`config.mk`:
```
export PLATFORM = sky130hd
export DESIGN_NAME = regfile_wb_arbiter_flat
export DESIGN_NICKNAME = d
export VERILOG_FILES = /design/src/rtl/regfile_wb_arbiter_if.sv /design/src/rtl/regfile_wb_arbiter.sv /design/src/flat_wrapper.sv
export SDC_FILE = /design/constraint.sdc
export NUM_CORES = 1
export LEC_CHECK = 0
export ABC_AREA = 1
export CAP_MARGIN = 20
export CORE_MARGIN = 8
export CORE_UTILIZATION = 38
export CTS_BUF_LIST = sky130_fd_sc_hd__clkbuf_16
export DETAILED_ROUTE_END_ITERATION = 6
export GPL_ROUTABILITY_DRIVEN = 0
export GPL_TIMING_DRIVEN = 1
export PLACE_DENSITY_LB_ADDON = 0.2
export SYNTH_ARGS = -nofsm -noshare
export SYNTH_HDL_FRONTEND = slang
export SYNTH_SLANG_ARGS = --single-unit
```
`constraint.sdc`:
```
create_clock -name clk -period 1.9 [get_ports clk]
set_input_delay 0.57 -clock clk [delete_from_list [all_inputs] [get_ports clk]]
set_output_delay 0.57 -clock clk [all_outputs]
set_load 0.05 [all_outputs]
```
`src/rtl/regfile_wb_arbiter_if.sv`:
```
// Writeback bus: two requester handshakes plus the register file write port.
interface regfile_wb_arbiter_if #(
    parameter int unsigned DATA_W = 32,
    parameter int unsigned ADDR_W = 5
);
    logic              alu_valid;
    logic              alu_ready;
    logic [ADDR_W-1:0] alu_num;
    logic [DATA_W-1:0] alu_data;

    logic              mem_valid;
    logic              mem_ready;
    logic [ADDR_W-1:0] mem_num;
    logic [DATA_W-1:0] mem_data;

    logic              writeReg;
    logic [ADDR_W-1:0] write_reg_num;
    logic [DATA_W-1:0] write_data;

    // Requester side: drives requests, observes readies and the write port.
    modport master (
        output alu_valid, alu_num, alu_data,
        output mem_valid, mem_num, mem_data,
        input  alu_ready, mem_ready,
        input  writeReg, write_reg_num, write_data
    );

    // Arbiter side.
    modport slave (
        input  alu_valid, alu_num, alu_data,
        input  mem_valid, mem_num, mem_data,
        output alu_ready, mem_ready,
        output writeReg, write_reg_num, write_data
    );
endinterface

```
`src/rtl/regfile_wb_arbiter.sv`:
```
// Round-robin arbiter sharing the register file write port between ALU
// (requester 0) and load (requester 1) writebacks, with a registered
// output stage and a saturating contention counter.
// Optional macro REGFILE_WB_FWD_EN adds read-port forwarding of the write
// being committed this cycle.
module regfile_wb_arbiter #(
    parameter int unsigned DATA_W  = 32,
    parameter int unsigned ADDR_W  = 5,
    parameter int unsigned CNT_W   = 16,
    parameter int unsigned DROP_R0 = 1
) (
    input  logic               clk,
    input  logic               rst,
    regfile_wb_arbiter_if.slave bus,
`ifdef REGFILE_WB_FWD_EN
    input  logic [ADDR_W-1:0]  rd_num_1,
    input  logic [ADDR_W-1:0]  rd_num_2,
    input  logic [DATA_W-1:0]  rd_data_1,
    input  logic [DATA_W-1:0]  rd_data_2,
    output logic [DATA_W-1:0]  fwd_data_1,
    output logic [DATA_W-1:0]  fwd_data_2,
`endif
    output logic [CNT_W-1:0]   conflict_cnt
);

    // 0: ALU granted last, 1: load granted last (ALU wins next contention)
    logic              last_grant;
    logic              grant_alu;
    logic              grant_mem;
    logic              both_valid;
    logic [ADDR_W-1:0] sel_num;
    logic [DATA_W-1:0] sel_data;
    logic              sel_issue;

    // Grant decision: sole requester wins, on contention the one not granted last.
    always_comb begin
        both_valid = bus.alu_valid & bus.mem_valid;
        grant_alu  = 1'b0;
        grant_mem  = 1'b0;
        if (!rst) begin
            grant_alu = bus.alu_valid & (~bus.mem_valid | last_grant);
            grant_mem = bus.mem_valid & (~bus.alu_valid | ~last_grant);
        end
    end

    assign bus.alu_ready = grant_alu;
    assign bus.mem_ready = grant_mem;

    // Winning payload and whether it reaches the register file.
    always_comb begin
        sel_num  = grant_mem ? bus.mem_num  : bus.alu_num;
        sel_data = grant_mem ? bus.mem_data : bus.alu_data;
        sel_issue = 1'b1;
        if ((DROP_R0 != 0) && (sel_num == '0)) begin
            sel_issue = 1'b0;
        end
    end

    // Arbiter history and registered write port; drains every cycle.
    always_ff @(posedge clk) begin
        if (rst) begin
            last_grant        <= 1'b1;
            bus.writeReg      <= 1'b0;
            bus.write_reg_num <= '0;
            bus.write_data    <= '0;
        end else begin
            bus.writeReg <= 1'b0;
            if (grant_alu || grant_mem) begin
                last_grant <= grant_mem;
                if (sel_issue) begin
                    bus.writeReg      <= 1'b1;
                    bus.write_reg_num <= sel_num;
                    bus.write_data    <= sel_data;
                end
            end
        end
    end

    // Saturating count of cycles with both requesters valid.
    always_ff @(posedge clk) begin
        if (rst) begin
            conflict_cnt <= '0;
        end else if (both_valid && (conflict_cnt != {CNT_W{1'b1}})) begin
            conflict_cnt <= conflict_cnt + CNT_W'(1);
        end
    end

`ifdef REGFILE_WB_FWD_EN
    // Bypass the write committed this cycle onto the read ports; r0 never forwards.
    always_comb begin
        fwd_data_1 = rd_data_1;
        fwd_data_2 = rd_data_2;
        if (bus.writeReg && (bus.write_reg_num == rd_num_1) && (rd_num_1 != '0)) begin
            fwd_data_1 = bus.write_data;
        end
        if (bus.writeReg && (bus.write_reg_num == rd_num_2) && (rd_num_2 != '0)) begin
            fwd_data_2 = bus.write_data;
        end
    end
`endif

endmodule

```
`src/flat_wrapper.sv`:
```
// flat-port wrapper written by rule: the top's interface ports become plain ports
module regfile_wb_arbiter_flat 
#(
    parameter int unsigned DATA_W  = 32,
    parameter int unsigned ADDR_W  = 5,
    parameter int unsigned CNT_W   = 16,
    parameter int unsigned DROP_R0 = 1
)
  (clk, rst, conflict_cnt, bus_alu_valid, bus_alu_num, bus_alu_data, bus_mem_valid, bus_mem_num, bus_mem_data, bus_alu_ready, bus_mem_ready, bus_writeReg, bus_write_reg_num, bus_write_data);
  regfile_wb_arbiter_if #(.DATA_W(DATA_W), .ADDR_W(ADDR_W)) bus_i ();
  input  logic clk;
  input  logic rst;
  output logic [CNT_W-1:0] conflict_cnt;
  input wire logic [$bits(bus_i.alu_valid)-1:0] bus_alu_valid;
  input wire logic [$bits(bus_i.alu_num)-1:0] bus_alu_num;
  input wire logic [$bits(bus_i.alu_data)-1:0] bus_alu_data;
  input wire logic [$bits(bus_i.mem_valid)-1:0] bus_mem_valid;
  input wire logic [$bits(bus_i.mem_num)-1:0] bus_mem_num;
  input wire logic [$bits(bus_i.mem_data)-1:0] bus_mem_data;
  output wire logic [$bits(bus_i.alu_ready)-1:0] bus_alu_ready;
  output wire logic [$bits(bus_i.mem_ready)-1:0] bus_mem_ready;
  output wire logic [$bits(bus_i.writeReg)-1:0] bus_writeReg;
  output wire logic [$bits(bus_i.write_reg_num)-1:0] bus_write_reg_num;
  output wire logic [$bits(bus_i.write_data)-1:0] bus_write_data;
  assign bus_i.alu_valid = bus_alu_valid;
  assign bus_i.alu_num = bus_alu_num;
  assign bus_i.alu_data = bus_alu_data;
  assign bus_i.mem_valid = bus_mem_valid;
  assign bus_i.mem_num = bus_mem_num;
  assign bus_i.mem_data = bus_mem_data;
  assign bus_alu_ready = bus_i.alu_ready;
  assign bus_mem_ready = bus_i.mem_ready;
  assign bus_writeReg = bus_i.writeReg;
  assign bus_write_reg_num = bus_i.write_reg_num;
  assign bus_write_data = bus_i.write_data;
  regfile_wb_arbiter #(.DATA_W(DATA_W), .ADDR_W(ADDR_W), .CNT_W(CNT_W), .DROP_R0(DROP_R0)) u_core (.clk(clk), .rst(rst), .bus(bus_i), .conflict_cnt(conflict_cnt));
endmodule
```
[Yosys cells after proc, flatten, opt, wreduce, memory -nomap -nowiden]
Index checks and enable logic that the tools add are counted.
Operators by class
  add/subtract/negate cells: 1
  equality and inequality tests: 1
  mux-type cells: 5
  bitwise gates (word level): 10
  reduce and logical (&&, ||, !) cells: 5
Operators by type and width (count)
  2-to-1 mux 32 bit: 1
  adder 16 x 1 -> 16 bit (second input constant): 1
  inequality test 16 bit (second input constant): 1
  logical NOT 5 bit: 1
  2-to-1 mux 5 bit: 1
  NOT 1 bit: 5
  AND 1 bit: 3
  2-to-1 mux 1 bit: 3
  bitwise OR 1 bit: 2
  AND reduction 2 bit: 1
  OR reduction 2 bit: 1
  logical AND 1 bit: 1
  logical OR 1 bit: 1
Word-level totals
  register bits after elaboration: 55
  output and inout bits: 56
  logic and storage cells: 27

[Depth between registers and ports, before layout]
Gate-level depths: netlist of run 1.
  depth after elaboration: 8
  depth in mapped cells: 12
  mapped depth without buffers: 10

[Worst setup path before layout of run 1]
OpenSTA, ideal clock, no wires.
  path type: input port to flip-flop
  from: input rst
  to: register u_core.bus.write_data[0]
  library setup time: 0.064 ns
  arrival: 2.378 ns
  required time: 1.836 ns
  slack: -0.542 ns
  stages: 9
  path buffers: 1
  path through: inv_2 > nand2_1 > a21oi_1 > nor2_1 > o21bai_4 > inv_4 > buf_6 > nor2_2 > nor2_1
RTL lines
  start: declaration: line flat_wrapper.sv:12  | input logic rst;
  2-to-1 mux 1 bit: line regfile_wb_arbiter.sv:40  | if (!rst) begin
  net bus_alu_ready: line flat_wrapper.sv:20  | output wire logic [$bits(bus_i.alu_ready)-1:0] bus_alu_ready;
  logical OR 1 bit: line regfile_wb_arbiter.sv:68  | if (grant_alu || grant_mem) begin
  AND reduction 2 bit (no source line)
  end signal: assignment: line regfile_wb_arbiter.sv:73  | bus.write_data <= sel_data;
  end: declaration: line regfile_wb_arbiter_if.sv:33  | output writeReg, write_reg_num, write_data
The timed path passes the listed nets, and every way through them passes these cells.
A chain may end at the register's enable or synchronous reset.

[Final worst setup path of run 1]
  from: input bus_alu_valid
  to: output bus_mem_ready
On the way
  cells in the longest elaborated chain, start to end: 4
RTL lines
  start: declaration: line flat_wrapper.sv:14  | input wire logic [$bits(bus_i.alu_valid)-1:0] bus_alu_valid;
  NOT 1 bit: line regfile_wb_arbiter.sv:42  | grant_mem = bus.mem_valid & (~bus.alu_valid | ~last_grant);
  bitwise OR 1 bit: line regfile_wb_arbiter.sv:42
  AND 1 bit: line regfile_wb_arbiter.sv:42
  2-to-1 mux 1 bit: line regfile_wb_arbiter.sv:40
  end: declaration: line flat_wrapper.sv:21  | output wire logic [$bits(bus_i.mem_ready)-1:0] bus_mem_ready;
No other way between the ends.

==> results.json, run 1 <==
{
  "status": "finished clean",
  "seq_area_frac_synth_pct": 36.0,
  "fill_cells": 748,
  "first_global_vias": 3370,
  "viasPerCell": 4.51,
  "first_pass_iters": 4,
  "drv_slew": 0,
  "finalCritPeriodShare_pct": 96.5,
  "maxSlewHeadroom_pct": 76.2,
  "power.switching_w": 0.00103,
  "min_period_ns": 1.83,
  "fin_worst_skew_ns": 0.00332,
  "rows": 32,
  "syn_area_per_cell_um2": 6.06,
  "cts_made_buffers": 5,
  "setup_viol": 0,
  "ys_async_sr_fraction_pct": 0,
  "clk-insertion-delay-late_ns": 0.28,
  "cp-start-kind": "input port",
  "antenna_found_initial": 0,
  "max-clock-path-buffers": 2,
  "die_h_um": 106,
  "synth_cell_types": 27,
  "worstPathArrival_ns": 1.26,
  "dp_hpwl_um": 7250,
  "drc": 0,
  "clk_pin_slew_ns": 0.07,
  "clockRootBuffer": "clkbuf_16",
  "htreeDepth": 2,
  "die_w_um": 106,
  "end_kind": "output pin",
  "ys.flop_type": "dfxtp_1",
  "vias": 3408,
  "syn-cell-area_mm2": 0.00306,
  "hold_violations": 0,
  "grt_first_pass_wirelength_um": 15900,
  "leakagePower_nw": 2.41,
  "grt_max_degree": 36,
  "hold_path_class": "register to register",
  "final_common_cell": "nand2_1",
  "place_inst": 740,
  "p_seq_share_pct": 40.6,
  "critPathKind": "input port to output pin",
  "power_frac_clock_pct": 27.1,
  "final_cell_count_no_fill": 756,
  "synth_edf_count": 0,
  "routedWlPerCell_um": 12.5,
  "worstPathMaxFanout": 5,
  "drtAntennaViolNets": 0,
  "drtIter0Drc": 109,
  "rsz0062_at_grt": "no",
  "tns_ns": 0,
  "clock_sinks": 55,
  "final_cell_mix": "184 x nand2_1, 77 x nor2_1, 77 x buf_4",
  "drv_cap": 0,
  "syn-num-nets": 584,
  "intPower_w": 0.00213,
  "diodes": 0,
  "initial_core_util_pct": 39.4,
  "coreArea_mm2": 0.00777,
  "io_buffers": 133,
  "nets": 734,
  "io_pins": 134,
  "cts_tree": "done",
  "required_ns": 1.33,
  "ys_ff_latch": 55,
  "synthCells": 505,
  "ir_drop_uv": 468,
  "overflow": 0,
  "drt-total-wl_um": 9440,
  "areaGrowthSynthToFinish_pct": 55.7,
  "tightest_slew_ns": 0.355,
  "track_usage_pct": 16.7,
  "drive_gt1_share_pct": 19.4,
  "yosysWarningCount": 0,
  "final_util_pct": 61.4,
  "p_per_area_mw_per_mm2": 663,
  "fmax_ghz": 0.545,
  "dieArea_mm2": 0.0112,
  "p_comb_share_pct": 32.4,
  "switching_share_pct": 32.7
}
[what timing repair did]
action / CTS / global route
setup endpoints to repair: 40 / 36
gates resized for setup: 12 / 8
gates cloned: 1 / 0
buffers inserted: 9 / 0
hold buffers: 0 / 0
pin swaps: 3 / 2
[routing by layer]
| metal | track usage (%) | wire length [um] | up-vias |
|---|---|---|---|
| met5 | 0 | 0 | - |
| met4 | 3.22 | 65 | 0 |
| met3 | 6.09 | 675 | 7 |
| met2 | 29.5 | 4620 | 92 |
| met1 | 18.9 | 4080 | 1488 |
| li1 | - | - | 1821 |
[synthesized netlist by cell type (2+ instances only)]
cell type / count / area share [%]
nand2_1: 186 / 23
nor2_1: 80 / 9.8
inv_1: 58 / 7.1
dfxtp_1: 55 / 36
nand3_1: 45 / 7.4
a21oi_1: 11 / 1.8
clkbuf_1: 10 / 1.2
nor2_2: 10 / 2.0
nor3_1: 8 / 1.3
buf_6: 7 / 2.6
buf_2: 5 / 0.82
inv_2: 5 / 0.61
o21ai_0: 5 / 0.82
xor2_1: 5 / 1.4
nand2_2: 2 / 0.41
nand3b_1: 2 / 0.49
[layout make-up]
type                       instances  area, um^2  area share (%)
clock buffer                       5         125            2.63
clock inverter                     1        3.75          0.0788
inverter                          64         248            5.20
multi-input combinational        365        1620            33.9
sequential                        55        1100            23.2
tap                              102         128            2.68
timing repair buffer             164        1540            32.3
[worst max-delay path: stages]
cell and delay, ns:
clkdlybuf4s15_2 0.24, nand2_4 0.11, nand3_4 0.12, inv_4 0.09, buf_12 0.13
[kinds of logic (layout without fill, tap and decap cells)]
family | after synthesis | count (layout) | share of synthesized area, %
adder cells (fa/ha/maj) | 1 | 1 | 0.409
AND/OR/NAND/NOR | 339 | 340 | 46.0
buffers and inverters | 86 | 234 | 12.6
XOR/XNOR | 5 | 5 | 1.43
flip-flops | 55 | 55 | 36.0
AO/OA/AOI/OAI | 19 | 19 | 3.64
[power by group through the flow]
| stage | Clock (W) | Combinational (W) | Sequential [W] |
|---|---|---|---|
| after global placement | 0 | 0.000996 | 0.00130 |
| final | 0.000855 | 0.00102 | 0.00128 |
| after floorplan | 0 | 0.000338 | 0.00157 |
| after CTS | 0.000878 | 0.00103 | 0.00128 |
| after global routing | 0.000929 | 0.00111 | 0.00129 |
| after detailed placement | 0 | 0.00101 | 0.00131 |
[metrics by stage]
step	setup slack [ns]	hold slack, ns	instance area (um^2)	total power [W]
final	0.0662	0.472	4770	0.00316
after detailed placement	-0.538	0.457	4540	0.00231
after floorplan	0.0357	0.552	3080	0.00191
after global placement	-0.459	0.451	4540	0.00230
after global routing	0.0151	0.508	4770	0.00333
after CTS	0.0102	0.467	4760	0.00319
[sequential cells by signal, summed over array words and instances, names as in the netlist]
name	count
u_core.bus.writeReg	1
u_core.bus.write_data	32
u_core.bus.write_reg_num	5
u_core.conflict_cnt	16
u_core.last_grant	1
[worst paths after layout]
| path | startpoint | endpoint | slack (ns) | cells past startpoint |
|---|---|---|---|---|
| max reg2reg | u_core.conflict_cnt[0] | u_core.conflict_cnt[0] | 0.26 | 8 |
| min reg2reg | u_core.bus.write_reg_num[1] | u_core.bus.write_reg_num[1] | 0.47 | 2 |
| max | bus_alu_valid | bus_mem_ready | 0.07 | 5 |
| min | u_core.bus.write_reg_num[1] | u_core.bus.write_reg_num[1] | 0.47 | 2 |
Power figures use the tool's default switching activity.
==> run 2: changes to the inputs <==
--- a/config.mk
+++ b/config.mk
@@ -6,13 +6,13 @@
 export NUM_CORES = 1
 export LEC_CHECK = 0
 export ABC_AREA = 1
-export CAP_MARGIN = 20
+export CAP_MARGIN = 10
 export CORE_MARGIN = 8
-export CORE_UTILIZATION = 38
+export CORE_UTILIZATION = 30
 export CTS_BUF_LIST = sky130_fd_sc_hd__clkbuf_16
 export DETAILED_ROUTE_END_ITERATION = 6
 export GPL_ROUTABILITY_DRIVEN = 0
-export GPL_TIMING_DRIVEN = 1
+export GPL_TIMING_DRIVEN = 0
 export PLACE_DENSITY_LB_ADDON = 0.2
 export SYNTH_ARGS = -nofsm -noshare
 export SYNTH_HDL_FRONTEND = slang
==> results.json, run 2 (synthesis gave the netlist of run 1 again) <==
{
  "drv_cap": 0,
  "reg_top3": "u_core.bus.write_data: 32 flops, u_core.conflict_cnt: 16 flops, u_core.bus.write_reg_num: 5 flops",
  "multi_input_area_mm2": 0.00161,
  "routedWlPerCell_um": 12.6,
  "clk-insertion-delay-late_ns": 0.29,
  "die_w_um": 117,
  "ir_drop_uv": 364,
  "grt_first_pass_wirelength_um": 15700,
  "p_seq_share_pct": 40.5,
  "maxSlewHeadroom_pct": 64.7,
  "finalCritPeriodShare_pct": 96.9,
  "fmax_ghz": 0.543,
  "clock_sinks": 55,
  "status": "finished clean",
  "cts_made_buffers": 5,
  "fill_cells": 1136,
  "coreArea_mm2": 0.0101,
  "worstRegToRegCells": 8,
  "viasPerCell": 4.30,
  "power_frac_clock_pct": 28.3,
  "rrSetupSlack_ns": 0.18,
  "p_per_area_mw_per_mm2": 660,
  "switching_share_pct": 33.5,
  "final_cell_mix": "184 x nand2_1, 77 x nor2_1, 74 x clkdlybuf4s50_1",
  "first_global_vias": 3334,
  "dp_hpwl_um": 7860,
  "overflow": 0,
  "drtAntennaViolNets": 0,
  "final_common_cell": "nand2_1",
  "rows": 37,
  "drv_slew": 0,
  "setup_viol": 0,
  "min_period_ns": 1.84,
  "dieArea_mm2": 0.0137,
  "grt_max_degree": 16,
  "drtIter0Drc": 115,
  "vias": 3403,
  "regToRegStartpoint": "u_core.conflict_cnt[0]",
  "required_ns": 1.33,
  "place_ws_ns": -1.33,
  "nets": 733,
  "power.total_w": 0.00315,
  "clk_pin_slew_ns": 0.07,
  "drc": 0,
  "largest_reg_flops": 32,
  "clockRootBuffer": "clkbuf_16",
  "areaGrowthSynthToFinish_pct": 55.8,
  "cp-start-kind": "input port",
  "setup.worst_path.start": "bus_alu_valid",
  "tightest_slew_ns": 0.529,
  "critPathKind": "input port to output pin",
  "drt-total-wl_um": 9990,
  "regMostFlops": "u_core.bus.write_data",
  "seq_area_mm2": 0.00110,
  "power.switching_w": 0.00106,
  "io_buffers": 133,
  "io_pins": 134,
  "p_comb_share_pct": 31.2,
  "track_usage_pct": 14.5,
  "fin_worst_skew_ns": 0.00583,
  "diodes": 0,
  "worst_slack_ns": 0.0590,
  "cts_hold_buf": 0,
  "hold_violations": 0,
  "max-clock-path-buffers": 2,
  "end_kind": "output pin",
  "leakagePower_nw": 2.48,
  "antenna_found_initial": 0,
  "worstPathMaxFanout": 10,
  "cts_tree": "done",
  "crit_path_end": "bus_mem_ready",
  "drive_gt1_share_pct": 9.77,
  "r2r-end": "u_core.conflict_cnt[1]",
  "first_pass_iters": 4,
  "rsz0062_at_grt": "no",
  "hold_path_class": "register to register",
  "worstPathArrival_ns": 1.27,
  "die_h_um": 117,
  "htreeDepth": 2,
  "intPower_w": 0.00209,
  "initial_core_util_pct": 30.3
}
## run 2: cell types whose count changed in the layout (fill, tap and decap cells not counted), sizes merged
cell,previous run,this run
buf,89,25
clkbuf,5,17
clkinv,0,2
dlygate4sd2,0,52
nand3,48,47
## run 2: worst min-delay path by stage
stage / from / endpoint / slack (ns) / depth (start not counted)
2_1_floorplan: u_core.last_grant / u_core.last_grant / 0.55 / 2
3_3_place_gp: u_core.bus.write_reg_num[4] / u_core.bus.write_reg_num[4] / 0.45 / 2
3_5_place_dp: u_core.bus.write_reg_num[4] / u_core.bus.write_reg_num[4] / 0.46 / 2
4_1_cts: u_core.bus.write_reg_num[4] / u_core.bus.write_reg_num[4] / 0.46 / 2
5_1_grt: u_core.bus.write_reg_num[1] / u_core.bus.write_reg_num[1] / 0.49 / 2
6_report: u_core.bus.write_reg_num[4] / u_core.bus.write_reg_num[4] / 0.46 / 2
## run 2: critical path, cell delays in order
cell	delay [ns]
buf_2	0.11
nand2_2	0.08
nand3_4	0.13
clkinv_4	0.07
clkbuf_16	0.16
buf_12	0.14
## run 2: cell type report
cell class              instances  share of cell area, %
plain buffers                  22                   3.54
clock buffers                   5                   2.62
clock inverters                 3                  0.262
inverters                      64                   5.25
multi-input cells             364                   33.7
flip-flops and latches         55                   23.1
well taps                     136                   3.57
repair buffers                142                   27.9
## run 2: power groups by stage
stage | Clock, W | Sequential, W | Combinational (W)
after CTS | 0.000912 | 0.00128 | 0.000993
after detailed placement | 0 | 0.00131 | 0.00102
after floorplan | 0 | 0.00157 | 0.000338
final | 0.000891 | 0.00127 | 0.000982
after global routing | 0.000961 | 0.00128 | 0.00107
after global placement | 0 | 0.00130 | 0.00101
## run 2: timing repair
action                                  4_1_cts  5_1_grt
buffers inserted                              8        1
pin swaps                                     2        4
resized for setup                            89       13
endpoints found under the setup margin      100       43
## run 2: stage by stage
step           cells  setup TNS [ns]  utilization (%)  instance area, um^2  hold slack, ns
3_5_place_dp     774          -32.53             45.4                 4580           0.456
4_1_cts          790         -0.0155             47.2                 4770           0.463
6_report         791               0             47.2                 4770           0.461
5_1_grt          791               0             47.2                 4770           0.490
2_1_floorplan    505               0                -                 3080           0.552
3_3_place_gp     774          -30.02             45.4                 4580           0.449
## run 2: per-layer routing
| layer | vias up | routed length [um] | global-route usage, % |
|---|---|---|---|
| li1 | 1815 | - | - |
| met1 | 1501 | 4190 | 16.1 |
| met2 | 76 | 5080 | 26.5 |
| met3 | 11 | 595 | 4.41 |
| met4 | 0 | 122 | 3.50 |
| met5 | - | 0 | 0 |
==> run 3: changes to the inputs <==
--- a/config.mk
+++ b/config.mk
@@ -7,13 +7,13 @@
 export LEC_CHECK = 0
 export ABC_AREA = 1
 export CAP_MARGIN = 10
-export CORE_MARGIN = 8
 export CORE_UTILIZATION = 30
 export CTS_BUF_LIST = sky130_fd_sc_hd__clkbuf_16
 export DETAILED_ROUTE_END_ITERATION = 6
 export GPL_ROUTABILITY_DRIVEN = 0
 export GPL_TIMING_DRIVEN = 0
 export PLACE_DENSITY_LB_ADDON = 0.2
+export SETUP_SLACK_MARGIN = 0.2
 export SYNTH_ARGS = -nofsm -noshare
 export SYNTH_HDL_FRONTEND = slang
 export SYNTH_SLANG_ARGS = --single-unit
==> results.json, run 3 (synthesis gave the netlist of run 1 again) <==
{
  "status": "finished clean",
  "first_global_vias": 2978,
  "reg_top3": "u_core.bus.write_data: 32 flops, u_core.conflict_cnt: 16 flops, u_core.bus.write_reg_num: 5 flops",
  "final_cell_area_mm2": 0.00519,
  "coreArea_mm2": 0.00982,
  "leakagePower_nw": 2.48,
  "rows": 36,
  "min_period_ns": 1.74,
  "drv_slew": 0,
  "dp_hpwl_um": 6790,
  "final_common_cell": "nand2_1",
  "p_per_area_mw_per_mm2": 656,
  "grt_first_pass_wirelength_um": 13900,
  "grt_max_degree": 18,
  "power_frac_clock_pct": 30.7,
  "setup_viol": 0,
  "drt-total-wl_um": 9090,
  "first_pass_iters": 4,
  "switching_share_pct": 32.4,
  "drc": 0,
  "track_usage_pct": 17.1,
  "areaGrowthSynthToFinish_pct": 69.5,
  "largest_reg_flops": 32,
  "placed_cell_area_mm2": 0.00463,
  "routedWlPerCell_um": 11.3,
  "cp-start-kind": "input port",
  "p_comb_share_pct": 31.5,
  "io_buffers": 133,
  "viasPerCell": 4.28,
  "drive_gt1_share_pct": 25.0,
  "hold_violations": 0,
  "worstPathMaxFanout": 5,
  "fmax_ghz": 0.573,
  "die_w_um": 103,
  "fin_worst_skew_ns": 0.00947,
  "cts_tree": "done",
  "nets": 745,
  "hold_path_class": "register to register",
  "initial_core_util_pct": 31.2,
  "end_kind": "output pin",
  "clock_sinks": 55,
  "max-clock-path-buffers": 2,
  "vias": 3425,
  "maxSlewHeadroom_pct": 67.5,
  "drv_cap": 0,
  "antenna_found_initial": 1,
  "final_cell_mix": "179 x nand2_1, 68 x clkdlybuf4s50_1, 64 x nor2_1",
  "tightest_slew_ns": 0.487,
  "regMostFlops": "u_core.bus.write_data",
  "io_pins": 134,
  "power.total_w": 0.00341,
  "ir_drop_uv": 396,
  "clk-insertion-delay-late_ns": 0.29,
  "clk_pin_slew_ns": 0.08,
  "critPathKind": "input port to output pin",
  "die_h_um": 103,
  "overflow": 0,
  "drtIter0Drc": 64,
  "clockRootBuffer": "clkbuf_16",
  "intPower_w": 0.00230,
  "p_seq_share_pct": 37.8,
  "dieArea_mm2": 0.0106,
  "required_ns": 1.33,
  "power.switching_w": 0.00110,
  "cts_made_buffers": 5,
  "htreeDepth": 2,
  "drtAntennaViolNets": 0,
  "finalCritPeriodShare_pct": 91.8,
  "worstPathArrival_ns": 1.17,
  "rsz0062_at_grt": "yes"
}
[run 3: cell types whose count changed in the layout (fill, tap and decap cells not counted), moves of 7 or more]
| cell | change |
|---|---|
| dlygate4sd2_1 | -52 |
| clkdlybuf4s15_2 | +44 |
| nor2_1 | -13 |
| buf_4 | +11 |
| clkbuf_2 | +11 |
| dfxtp_1 | -11 |
| dfxtp_2 | +9 |
| nor2_4 | +7 |
[run 3: per-layer routing]
layer | vias to the layer above | GRT usage [%] | share of wire, %
li1 | 1848 | - | -
met1 | 1491 | 20.9 | 45
met2 | 79 | 29.7 | 48
met3 | 7 | 4.14 | 5.5
met4 | 0 | 4.66 | 1.2
met5 | - | 0 | 0
[run 3: power by group through the flow]
| stage | sequential (W) | combinational [W] | clock [W] |
|---|---|---|---|
| after CTS | 0.00128 | 0.00101 | 0.00107 |
| after global placement | 0.00130 | 0.00101 | 0 |
| final | 0.00129 | 0.00107 | 0.00105 |
| after global routing | 0.00130 | 0.00116 | 0.00112 |
| after detailed placement | 0.00130 | 0.00101 | 0 |
| after floorplan | 0.00157 | 0.000344 | 0 |
[run 3: repair_timing]
| action | 4_1_cts | 5_1_grt |
|---|---|---|
| setup endpoints to repair | 110 | 64 |
| gates resized for setup | 192 | 66 |
| setup buffers | 6 | 13 |
| hold buffers | 0 | 0 |
| gates cloned | 1 | 1 |
| pin swaps | 5 | 7 |
[run 3: final cells by class]
| type | count | area (um^2) |
|---|---|---|
| fillers | 1043 | 4630 |
| diodes | 1 | 2.50 |
| flip-flops and latches | 55 | 1120 |
| repair buffers | 154 | 1550 |
| inverters | 64 | 267 |
| multi-input cells | 364 | 1740 |
| clock buffers | 5 | 125 |
| well taps | 133 | 166 |
| plain buffers | 22 | 175 |
| clock inverters | 3 | 40.0 |
[run 3: through the flow]
stage          setup TNS, ns  hold slack [ns]  setup WS (ns)  util [%]  std cells
2_1_floorplan              0            0.560          0.172         -        505
3_3_place_gp          -31.61            0.452          -1.33      47.1        771
3_5_place_dp          -33.05            0.455          -1.35      47.1        771
4_1_cts                    0            0.466         0.0154      50.2        786
5_1_grt                    0            0.494         0.0884      52.8        801
6_report                   0            0.461          0.156      52.8        801
[run 3: final timing paths]
check / from / end / slack, ns / depth (start not counted)
worst max-delay path: bus_alu_valid / bus_mem_ready / 0.16 / 6
worst min-delay path: u_core.bus.write_reg_num[4] / u_core.bus.write_reg_num[4] / 0.46 / 2
worst max register to register: u_core.last_grant / u_core.bus.write_data[11] / 0.21 / 10
worst min register to register: u_core.bus.write_reg_num[4] / u_core.bus.write_reg_num[4] / 0.46 / 2
[run 3: worst max-delay path: stages]
cell and delay [ns]:
buf_8 0.10, nand2_4 0.06, nand3_4 0.12, inv_6 0.08, buf_8 0.10, buf_8 0.13
